<file path="src/rtl/mult_sequencer_pkg.sv">
// Shared definitions for the multiply sequencer.
//   ALU_*   : 2-bit aluctr encodings of the shared ALU (add, sub, or, lui)
//   state_t : sequencer FSM states
package mult_sequencer_pkg;

    localparam logic [1:0] ALU_ADD = 2'b00;
    localparam logic [1:0] ALU_SUB = 2'b01;
    localparam logic [1:0] ALU_OR  = 2'b10;
    localparam logic [1:0] ALU_LUI = 2'b11;

    typedef enum logic [2:0] {
        S_IDLE,
        S_NEG_A,
        S_NEG_B,
        S_ITER,
        S_NEG_LO,
        S_NEG_HI,
        S_DEC_HI,
        S_DONE
    } state_t;

endpackage

</file>
<file path="src/rtl/mult_sequencer_if.sv">
// Bundle between the core, the multiply sequencer and the shared ALU.
//   core side : start, is_signed, rs_val, rt_val, core_a/b/ctr in; stall, done, hi, lo out
//   ALU side  : alu_a/b/ctr out to the ALU, alu_out back from the ALU
// master = core/datapath side, slave = sequencer.
interface mult_sequencer_if #(
    parameter int unsigned WIDTH = 32
);
    logic             start;
    logic             is_signed;
    logic [WIDTH-1:0] rs_val;
    logic [WIDTH-1:0] rt_val;
    logic [WIDTH-1:0] core_a;
    logic [WIDTH-1:0] core_b;
    logic [1:0]       core_ctr;
    logic [WIDTH-1:0] alu_out;
    logic [WIDTH-1:0] alu_a;
    logic [WIDTH-1:0] alu_b;
    logic [1:0]       alu_ctr;
    logic             stall;
    logic             done;
    logic [WIDTH-1:0] hi;
    logic [WIDTH-1:0] lo;

    modport master (
        output start, is_signed, rs_val, rt_val, core_a, core_b, core_ctr, alu_out,
        input  alu_a, alu_b, alu_ctr, stall, done, hi, lo
    );

    modport slave (
        input  start, is_signed, rs_val, rt_val, core_a, core_b, core_ctr, alu_out,
        output alu_a, alu_b, alu_ctr, stall, done, hi, lo
    );
endinterface

</file>
<file path="src/rtl/mult_sequencer.sv">
// Multi-cycle MULT/MULTU controller that borrows the shared ALU.
// Shift-add, one ALU add per iteration; signed operands are made positive
// by ALU negate steps before the loop and the 64-bit result is negated after.
//   clk, reset : clock, synchronous active-high reset
//   bus        : slave side of mult_sequencer_if (operands, ALU mux, stall/done, hi/lo)
import mult_sequencer_pkg::*;

module mult_sequencer #(
    parameter int unsigned WIDTH = 32
) (
    input logic            clk,
    input logic            reset,
    mult_sequencer_if.slave bus
);
    localparam int unsigned CW = $clog2(WIDTH);

    state_t           state, state_n;
    logic [WIDTH-1:0] mcand, mcand_n;
    logic [WIDTH-1:0] acc_hi, acc_hi_n;
    logic [WIDTH-1:0] acc_lo, acc_lo_n;
    logic [WIDTH-1:0] hi_q, lo_q;
    logic [CW-1:0]    cnt, cnt_n;
    logic             sgn, sgn_n;
    logic             neg, neg_n;
    logic             lo_nz, lo_nz_n;
    logic             owned, accept, carry;
    logic [WIDTH-1:0] sa, sb;
    logic [1:0]       sctr;

    assign owned  = !(state == S_IDLE || state == S_DONE);
    assign accept = bus.start && !owned;

    // Operand selection kept apart from next-state logic so the
    // alu_a -> alu_out -> next-state path is not a combinational loop.
    always_comb begin
        sa   = '0;
        sb   = '0;
        sctr = ALU_ADD;
        unique case (state)
            S_NEG_A: begin
                if (sgn && mcand[WIDTH-1]) begin
                    sb   = mcand;
                    sctr = ALU_SUB;
                end else begin
                    sa = mcand;
                end
            end
            S_NEG_B: begin
                if (sgn && acc_lo[WIDTH-1]) begin
                    sb   = acc_lo;
                    sctr = ALU_SUB;
                end else begin
                    sa = acc_lo;
                end
            end
            S_ITER: begin
                sa = acc_hi;
                sb = acc_lo[0] ? mcand : '0;
            end
            S_NEG_LO: begin
                sa   = neg ? '0 : acc_lo;
                sb   = neg ? acc_lo : '0;
                sctr = neg ? ALU_SUB : ALU_ADD;
            end
            S_NEG_HI: begin
                sa   = neg ? '0 : acc_hi;
                sb   = neg ? acc_hi : '0;
                sctr = neg ? ALU_SUB : ALU_ADD;
            end
            S_DEC_HI: begin
                // Two's complement of {hi,lo}: hi = -hi - (lo != 0)
                sa   = acc_hi;
                sb   = (neg && lo_nz) ? WIDTH'(1) : '0;
                sctr = (neg && lo_nz) ? ALU_SUB : ALU_ADD;
            end
            default: ;
        endcase

        bus.alu_a   = owned ? sa   : bus.core_a;
        bus.alu_b   = owned ? sb   : bus.core_b;
        bus.alu_ctr = owned ? sctr : bus.core_ctr;
        bus.stall   = accept || owned;
        bus.done    = (state == S_DONE);
        bus.hi      = hi_q;
        bus.lo      = lo_q;
    end

    always_comb begin
        state_n  = state;
        mcand_n  = mcand;
        acc_hi_n = acc_hi;
        acc_lo_n = acc_lo;
        cnt_n    = cnt;
        sgn_n    = sgn;
        neg_n    = neg;
        lo_nz_n  = lo_nz;
        carry    = 1'b0;
        unique case (state)
            S_IDLE, S_DONE: begin
                if (accept) begin
                    mcand_n  = bus.rs_val;
                    acc_lo_n = bus.rt_val;
                    acc_hi_n = '0;
                    cnt_n    = '0;
                    sgn_n    = bus.is_signed;
                    neg_n    = bus.is_signed && (bus.rs_val[WIDTH-1] ^ bus.rt_val[WIDTH-1]);
                    state_n  = bus.is_signed ? S_NEG_A : S_ITER;
                end else begin
                    state_n = S_IDLE;
                end
            end
            S_NEG_A: begin
                mcand_n = bus.alu_out;
                state_n = S_NEG_B;
            end
            S_NEG_B: begin
                acc_lo_n = bus.alu_out;
                state_n  = S_ITER;
            end
            S_ITER: begin
                // Unsigned wrap of the add recovers the carry out of bit WIDTH-1.
                carry                = acc_lo[0] && (bus.alu_out < acc_hi);
                {acc_hi_n, acc_lo_n} = {carry, bus.alu_out, acc_lo[WIDTH-1:1]};
                cnt_n                = cnt + 1'b1;
                if (cnt == CW'(WIDTH - 1))
                    state_n = sgn ? S_NEG_LO : S_DONE;
            end
            S_NEG_LO: begin
                lo_nz_n  = (acc_lo != '0);
                acc_lo_n = bus.alu_out;
                state_n  = S_NEG_HI;
            end
            S_NEG_HI: begin
                acc_hi_n = bus.alu_out;
                state_n  = S_DEC_HI;
            end
            S_DEC_HI: begin
                acc_hi_n = bus.alu_out;
                state_n  = S_DONE;
            end
            default: state_n = S_IDLE;
        endcase
    end

    always_ff @(posedge clk) begin
        if (reset) begin
            state  <= S_IDLE;
            mcand  <= '0;
            acc_hi <= '0;
            acc_lo <= '0;
            hi_q   <= '0;
            lo_q   <= '0;
            cnt    <= '0;
            sgn    <= 1'b0;
            neg    <= 1'b0;
            lo_nz  <= 1'b0;
        end else begin
            state  <= state_n;
            mcand  <= mcand_n;
            acc_hi <= acc_hi_n;
            acc_lo <= acc_lo_n;
            cnt    <= cnt_n;
            sgn    <= sgn_n;
            neg    <= neg_n;
            lo_nz  <= lo_nz_n;
            if (state_n == S_DONE) begin
                hi_q <= acc_hi_n;
                lo_q <= acc_lo_n;
            end
        end
    end

endmodule

</file>
<file path="src/flat_wrapper.sv">
// flat-port wrapper written by rule: the top's interface ports become plain ports
module mult_sequencer_flat 
#(
    parameter int unsigned WIDTH = 32
)
  (clk, reset, bus_start, bus_is_signed, bus_rs_val, bus_rt_val, bus_core_a, bus_core_b, bus_core_ctr, bus_alu_out, bus_alu_a, bus_alu_b, bus_alu_ctr, bus_stall, bus_done, bus_hi, bus_lo);
  mult_sequencer_if #(.WIDTH(WIDTH)) bus_i ();
  input logic clk;
  input logic reset;
  input wire logic [$bits(bus_i.start)-1:0] bus_start;
  input wire logic [$bits(bus_i.is_signed)-1:0] bus_is_signed;
  input wire logic [$bits(bus_i.rs_val)-1:0] bus_rs_val;
  input wire logic [$bits(bus_i.rt_val)-1:0] bus_rt_val;
  input wire logic [$bits(bus_i.core_a)-1:0] bus_core_a;
  input wire logic [$bits(bus_i.core_b)-1:0] bus_core_b;
  input wire logic [$bits(bus_i.core_ctr)-1:0] bus_core_ctr;
  input wire logic [$bits(bus_i.alu_out)-1:0] bus_alu_out;
  output wire logic [$bits(bus_i.alu_a)-1:0] bus_alu_a;
  output wire logic [$bits(bus_i.alu_b)-1:0] bus_alu_b;
  output wire logic [$bits(bus_i.alu_ctr)-1:0] bus_alu_ctr;
  output wire logic [$bits(bus_i.stall)-1:0] bus_stall;
  output wire logic [$bits(bus_i.done)-1:0] bus_done;
  output wire logic [$bits(bus_i.hi)-1:0] bus_hi;
  output wire logic [$bits(bus_i.lo)-1:0] bus_lo;
  assign bus_i.start = bus_start;
  assign bus_i.is_signed = bus_is_signed;
  assign bus_i.rs_val = bus_rs_val;
  assign bus_i.rt_val = bus_rt_val;
  assign bus_i.core_a = bus_core_a;
  assign bus_i.core_b = bus_core_b;
  assign bus_i.core_ctr = bus_core_ctr;
  assign bus_i.alu_out = bus_alu_out;
  assign bus_alu_a = bus_i.alu_a;
  assign bus_alu_b = bus_i.alu_b;
  assign bus_alu_ctr = bus_i.alu_ctr;
  assign bus_stall = bus_i.stall;
  assign bus_done = bus_i.done;
  assign bus_hi = bus_i.hi;
  assign bus_lo = bus_i.lo;
  mult_sequencer #(.WIDTH(WIDTH)) u_core (.clk(clk), .reset(reset), .bus(bus_i));
endmodule
</file>
<file path="config.mk">
export PLATFORM = sky130hd
export DESIGN_NAME = mult_sequencer_flat
export DESIGN_NICKNAME = d
export VERILOG_FILES = /design/src/rtl/mult_sequencer_pkg.sv /design/src/rtl/mult_sequencer_if.sv /design/src/rtl/mult_sequencer.sv /design/src/flat_wrapper.sv
export SDC_FILE = /design/constraint.sdc
export NUM_CORES = 1
export LEC_CHECK = 0
export CAP_MARGIN = 20
export CELL_PAD_IN_SITES_DETAIL_PLACEMENT = 1
export CELL_PAD_IN_SITES_GLOBAL_PLACEMENT = 1
export CORE_MARGIN = 2
export CORE_UTILIZATION = 33
export DETAILED_ROUTE_END_ITERATION = 8
export PLACE_DENSITY = 0.91
export SYNTH_ARGS = -nofsm -noshare
export SYNTH_HDL_FRONTEND = slang
export SYNTH_SLANG_ARGS = --single-unit
</file>
<file path="constraint.sdc">
create_clock -name clk -period 3 [get_ports clk]
set_clock_uncertainty 0.2 [all_clocks]
set_input_delay 0.9 -clock clk [delete_from_list [all_inputs] [get_ports clk]]
set_output_delay 0.9 -clock clk [all_outputs]
set_load 0.01 [all_outputs]
</file>
==> Flow_metrics.wiki <==
{| class="wikitable"
! Metric !! Value
|-
| Mean instance size in the synthesized netlist || 7.938 um^2
|-
| Count of flip-flops with a built-in enable after synthesis || 0
|-
| Leftover overflow at the end of global routing || 0
|-
| Dominant register cell in the synthesized netlist || sky130_fd_sc_hd__dfxtp_1
|-
| Beginning of the worst hold path || u_core.bus.hi[26]
|-
| Total of endpoints with negative setup slack in the final report || 65
|-
| Area Growth Syn to Fin || 61.22%
|-
| Max-cap viol count || 0
|-
| Share of power burned in registers || 37.1%
|-
| Post-route setup TNS || -10320 ps
|-
| Part of the total power dissipated in the clock network || around 36%
|-
| Fraction of registers with async set/reset || 0%
|-
| Layout cells sized above 1 || between 20% and 30%
|-
| Area of the placeable core || 26950 um^2
|-
| Post-synth cell types || 54
|-
| Total inserted antenna cells || 0
|-
| Flops & latches, synth || between 150 and 200
|-
| Yosys synthesis warning count || 0
|-
| Total of buffers placed on input and output ports || 297
|-
| Top-level port count || 298
|-
| Failing checks || design-rule violations, negative setup slack
|-
| Portion of the clock cycle consumed by the worst path in the final layout || 110.0%
|-
| Pin count of the biggest net entering global routing || 73
|-
| Fill cell instance count of the final layout || 3093
|-
| Total Nets Final || 1705
|-
| Die area || 28860 um^2
|-
| Routed wire length || about 47 mm
|-
| Internal power || approximately 4.7 mW
|-
| Clock-pin slew of the registers on the worst-case setup and hold paths || roughly 70 ps
|-
| Vias in the first global route || 12190
|-
| Total of hold buffers inserted after clock tree synthesis || 0
|-
| Outcome || finished with violations
|-
| Num CTS Buffers || 17
|-
| Shortest period the worst path allows || ~3300 ps
|-
| Reg2reg start || u_core.cnt[0]
|-
| Switching Fraction || about 32%
|-
| Vias/cell || 6.173
|-
| DR vias || about 11000
|-
| Floorplan die width || between 150 and 200 um
|-
| Placed Cells incl. Taps || 1794
|-
| Startpoint type of the worst setup path || flip-flop
|-
| Wire length per cell after detailed routing || between 20 and 30 um
|-
| Post-route insts no fill || 1858
|-
| Main area contributors after synthesis || sky130_fd_sc_hd__dfxtp_1 38%, sky130_fd_sc_hd__nor2_1 8.6%, sky130_fd_sc_hd__nand2_1 7.4%
|-
| Crit Path Max Fanout || 13
|-
| DR DRC count || 2
|-
| FMAX || around 300 MHz
|-
| Total power after layout || 6.871 mW
|-
| Power per cell area || about 470 nW/um^2
|-
| GR Util All Layers || 31.04%
|-
| Endpoint of the most critical register-to-register path || u_core.bus.lo[12]
|-
| Worst endpoint data arrival time || 2200 ps
|-
| Combinational Power Share || 27.1%
|-
| CTS max path bufs || 2
|-
| Critical Path RT || 1900 ps
|-
| Final cell area excluding filler cells || 14640 um^2
|-
| VDD IR max || 0.0003165 V
|-
| Row count || 60
|-
| Library cell with the largest summed area after synthesis || sky130_fd_sc_hd__dfxtp_1
|-
| Critical Path Start || u_core.state[0]
|-
| Syn Inst Count || 1144
|-
| Path class of the lowest-slack min-delay path || flip-flop to flip-flop
|-
| Switching pwr || about 2.2 mW
|-
| Detailed-placement wirelength estimate || 32.21 mm
|-
| Detailed router's first-iteration violation count || between 1000 and 1500
|-
| Fin util || 54.32%
|-
| CTS tree || built
|-
| TritonCTS sink count || 171
|-
| Unrepaired setup endpoints after global routing || yes
|-
| Cell with the most instances after synthesis || sky130_fd_sc_hd__nor2_1
|-
| Cell at the root of the clock tree || sky130_fd_sc_hd__clkbuf_16
|-
| Static power due to leakage || 5.524 nW
|-
| Sequential fraction of the synthesis area || 37.70%
|-
| Total count of hold-check failures in the final report || 0
|-
| Headroom to the max-slew limit || 42.76%
|-
| Top cells by count, synth || 207 x sky130_fd_sc_hd__nor2_1, 180 x sky130_fd_sc_hd__nand2_1, 171 x sky130_fd_sc_hd__dfxtp_1
|-
| Final slew viol count || 0
|-
| Clock latency reported for the late side of the worst-skew pair || 430 ps
|-
| Area share of the leading cell type in the synthesized netlist || 37.70%
|-
| Destination of the critical timing path || bus_alu_a[12]
|-
| Post-detailed-route count of antenna-violating nets || 0
|-
| Summed instance area of the synthesized netlist || between 9000 and 10000 um^2
|-
| Final setup slack of the worst path || -301.5 ps
|-
| First-pass iteration count of the detailed router || 9
|-
| Global-route wire length before repair || 69.15 mm
|-
| Die span in y || about 170 um
|-
| Tightest Pin Transition || between 800 and 900 ps
|-
| Nets in the synthesized netlist || 1343
|-
| Worst Hold Slack || ~300 ps
|-
| Depth of the CTS H-tree || 4
|-
| Path depth of the worst reg2reg path || 9
|-
| Endpoint class of the critical path || output port
|-
| Starting utilization of the core area || 33.70%
|-
| Antenna violations before repair || 1
|-
| Placed Area || 13300 um^2
|-
| R2r setup slk || 80 ps
|-
| Placer Congestion || 0.8830
|-
| Critical path class || flip-flop to output port
|-
| Pre-CTS WS || -749.0 ps
|}
## worst min-delay path by stage
stage                   endpoint  cells after the start
3_3_place_gp       u_core.cnt[4]                      2
3_5_place_dp       u_core.cnt[4]                      2
4_1_cts            u_core.cnt[3]                      1
5_1_grt            u_core.cnt[3]                      1
6_report       u_core.bus.hi[26]                      2
2_1_floorplan      u_core.cnt[3]                      1
## what timing repair did
action,in CTS,in global routing
resized for setup,355,65
setup buffers,27,7
endpoints found under the setup margin,70,71
cloned,2,1
pin swaps,76,58
## critical path, stage by stage, from the launching register on
cell and delay [ps]:
sky130_fd_sc_hd__dfxtp_4 390, sky130_fd_sc_hd__and3_4 180, sky130_fd_sc_hd__or2_4 290, sky130_fd_sc_hd__buf_6 140, sky130_fd_sc_hd__buf_12 150, sky130_fd_sc_hd__a222oi_1 300
sky130_fd_sc_hd__nand2_1 150, sky130_fd_sc_hd__buf_2 170
## metal layers
layer | wire (um) | global-route usage [%] | vias up | share of wire, %
met5 | 13 | 0 | - | 0.028
met4 | 2252 | 14.68 | 2 | 4.8
met3 | 4150 | 7.209 | 154 | 8.8
met2 | 22990 | 55.28 | 635 | 49
met1 | 17740 | 35.04 | 5667 | 38
li1 | - | - | 5012 | -
## layout make-up
class,instances,area [um^2],share of cell area (%)
multi-input cells,827,5625,38.42
repair buffers,450,4368,29.84
flip-flops and latches,171,3435,23.46
well taps,341,426.7,2.914
clock buffers,17,425.4,2.906
clock inverters,13,203.9,1.393
inverters,39,156.4,1.068
## state kept, by name, indices dropped and copies added (netlist names)
| name | count |
|---|---|
| u_core.acc_lo | 32 |
| u_core.mcand | 32 |
| u_core.acc_hi | 32 |
| u_core.cnt | 5 |
| u_core.lo_nz | 1 |
| u_core.state | 3 |
| u_core.bus.hi | 32 |
| u_core.bus.lo | 32 |
| u_core.sgn | 1 |
| u_core.neg | 1 |
## layout by cell type (no fill, tap or decap), types with 36 or more instances in the layout
cell type,Yosys,final
sky130_fd_sc_hd__dfxtp_1,171,168
sky130_fd_sc_hd__buf_2,27,64
sky130_fd_sc_hd__nand2_1,180,165
sky130_fd_sc_hd__nor2_1,207,203
sky130_fd_sc_hd__a211oi_1,65,65
sky130_fd_sc_hd__a222oi_1,62,62
sky130_fd_sc_hd__inv_1,36,36
sky130_fd_sc_hd__a21oi_1,56,36
sky130_fd_sc_hd__buf_4,6,95
sky130_fd_sc_hd__clkdlybuf4s50_1,0,228
sky130_fd_sc_hd__a221oi_1,58,39
## power by group through the flow
stage	Combinational, mW	Sequential (mW)	Clock, mW
2_1_floorplan	0.789	2.51	0
3_3_place_gp	1.73	2.57	0
3_5_place_dp	1.78	2.57	0
4_1_cts	1.79	2.53	2.47
5_1_grt	1.97	2.56	2.58
6_report	1.86	2.55	2.46
## cells by family (layout without fill, tap and decap cells)
family                     after synthesis  count (layout)  synth area share (%)
muxes                                    1               1                0.1240
adders and majority gates               33              33                 4.547
DFF                                    171             171                 37.70
xor gates and xnor gates                 1               1               0.09646
and+or+nand+nor                        438             438                 19.47
AOI/OAI and AO/OA                      354             354                 31.33
buffers and inverters                  146             519                 6.737
(Power assumes the default switching activity.)
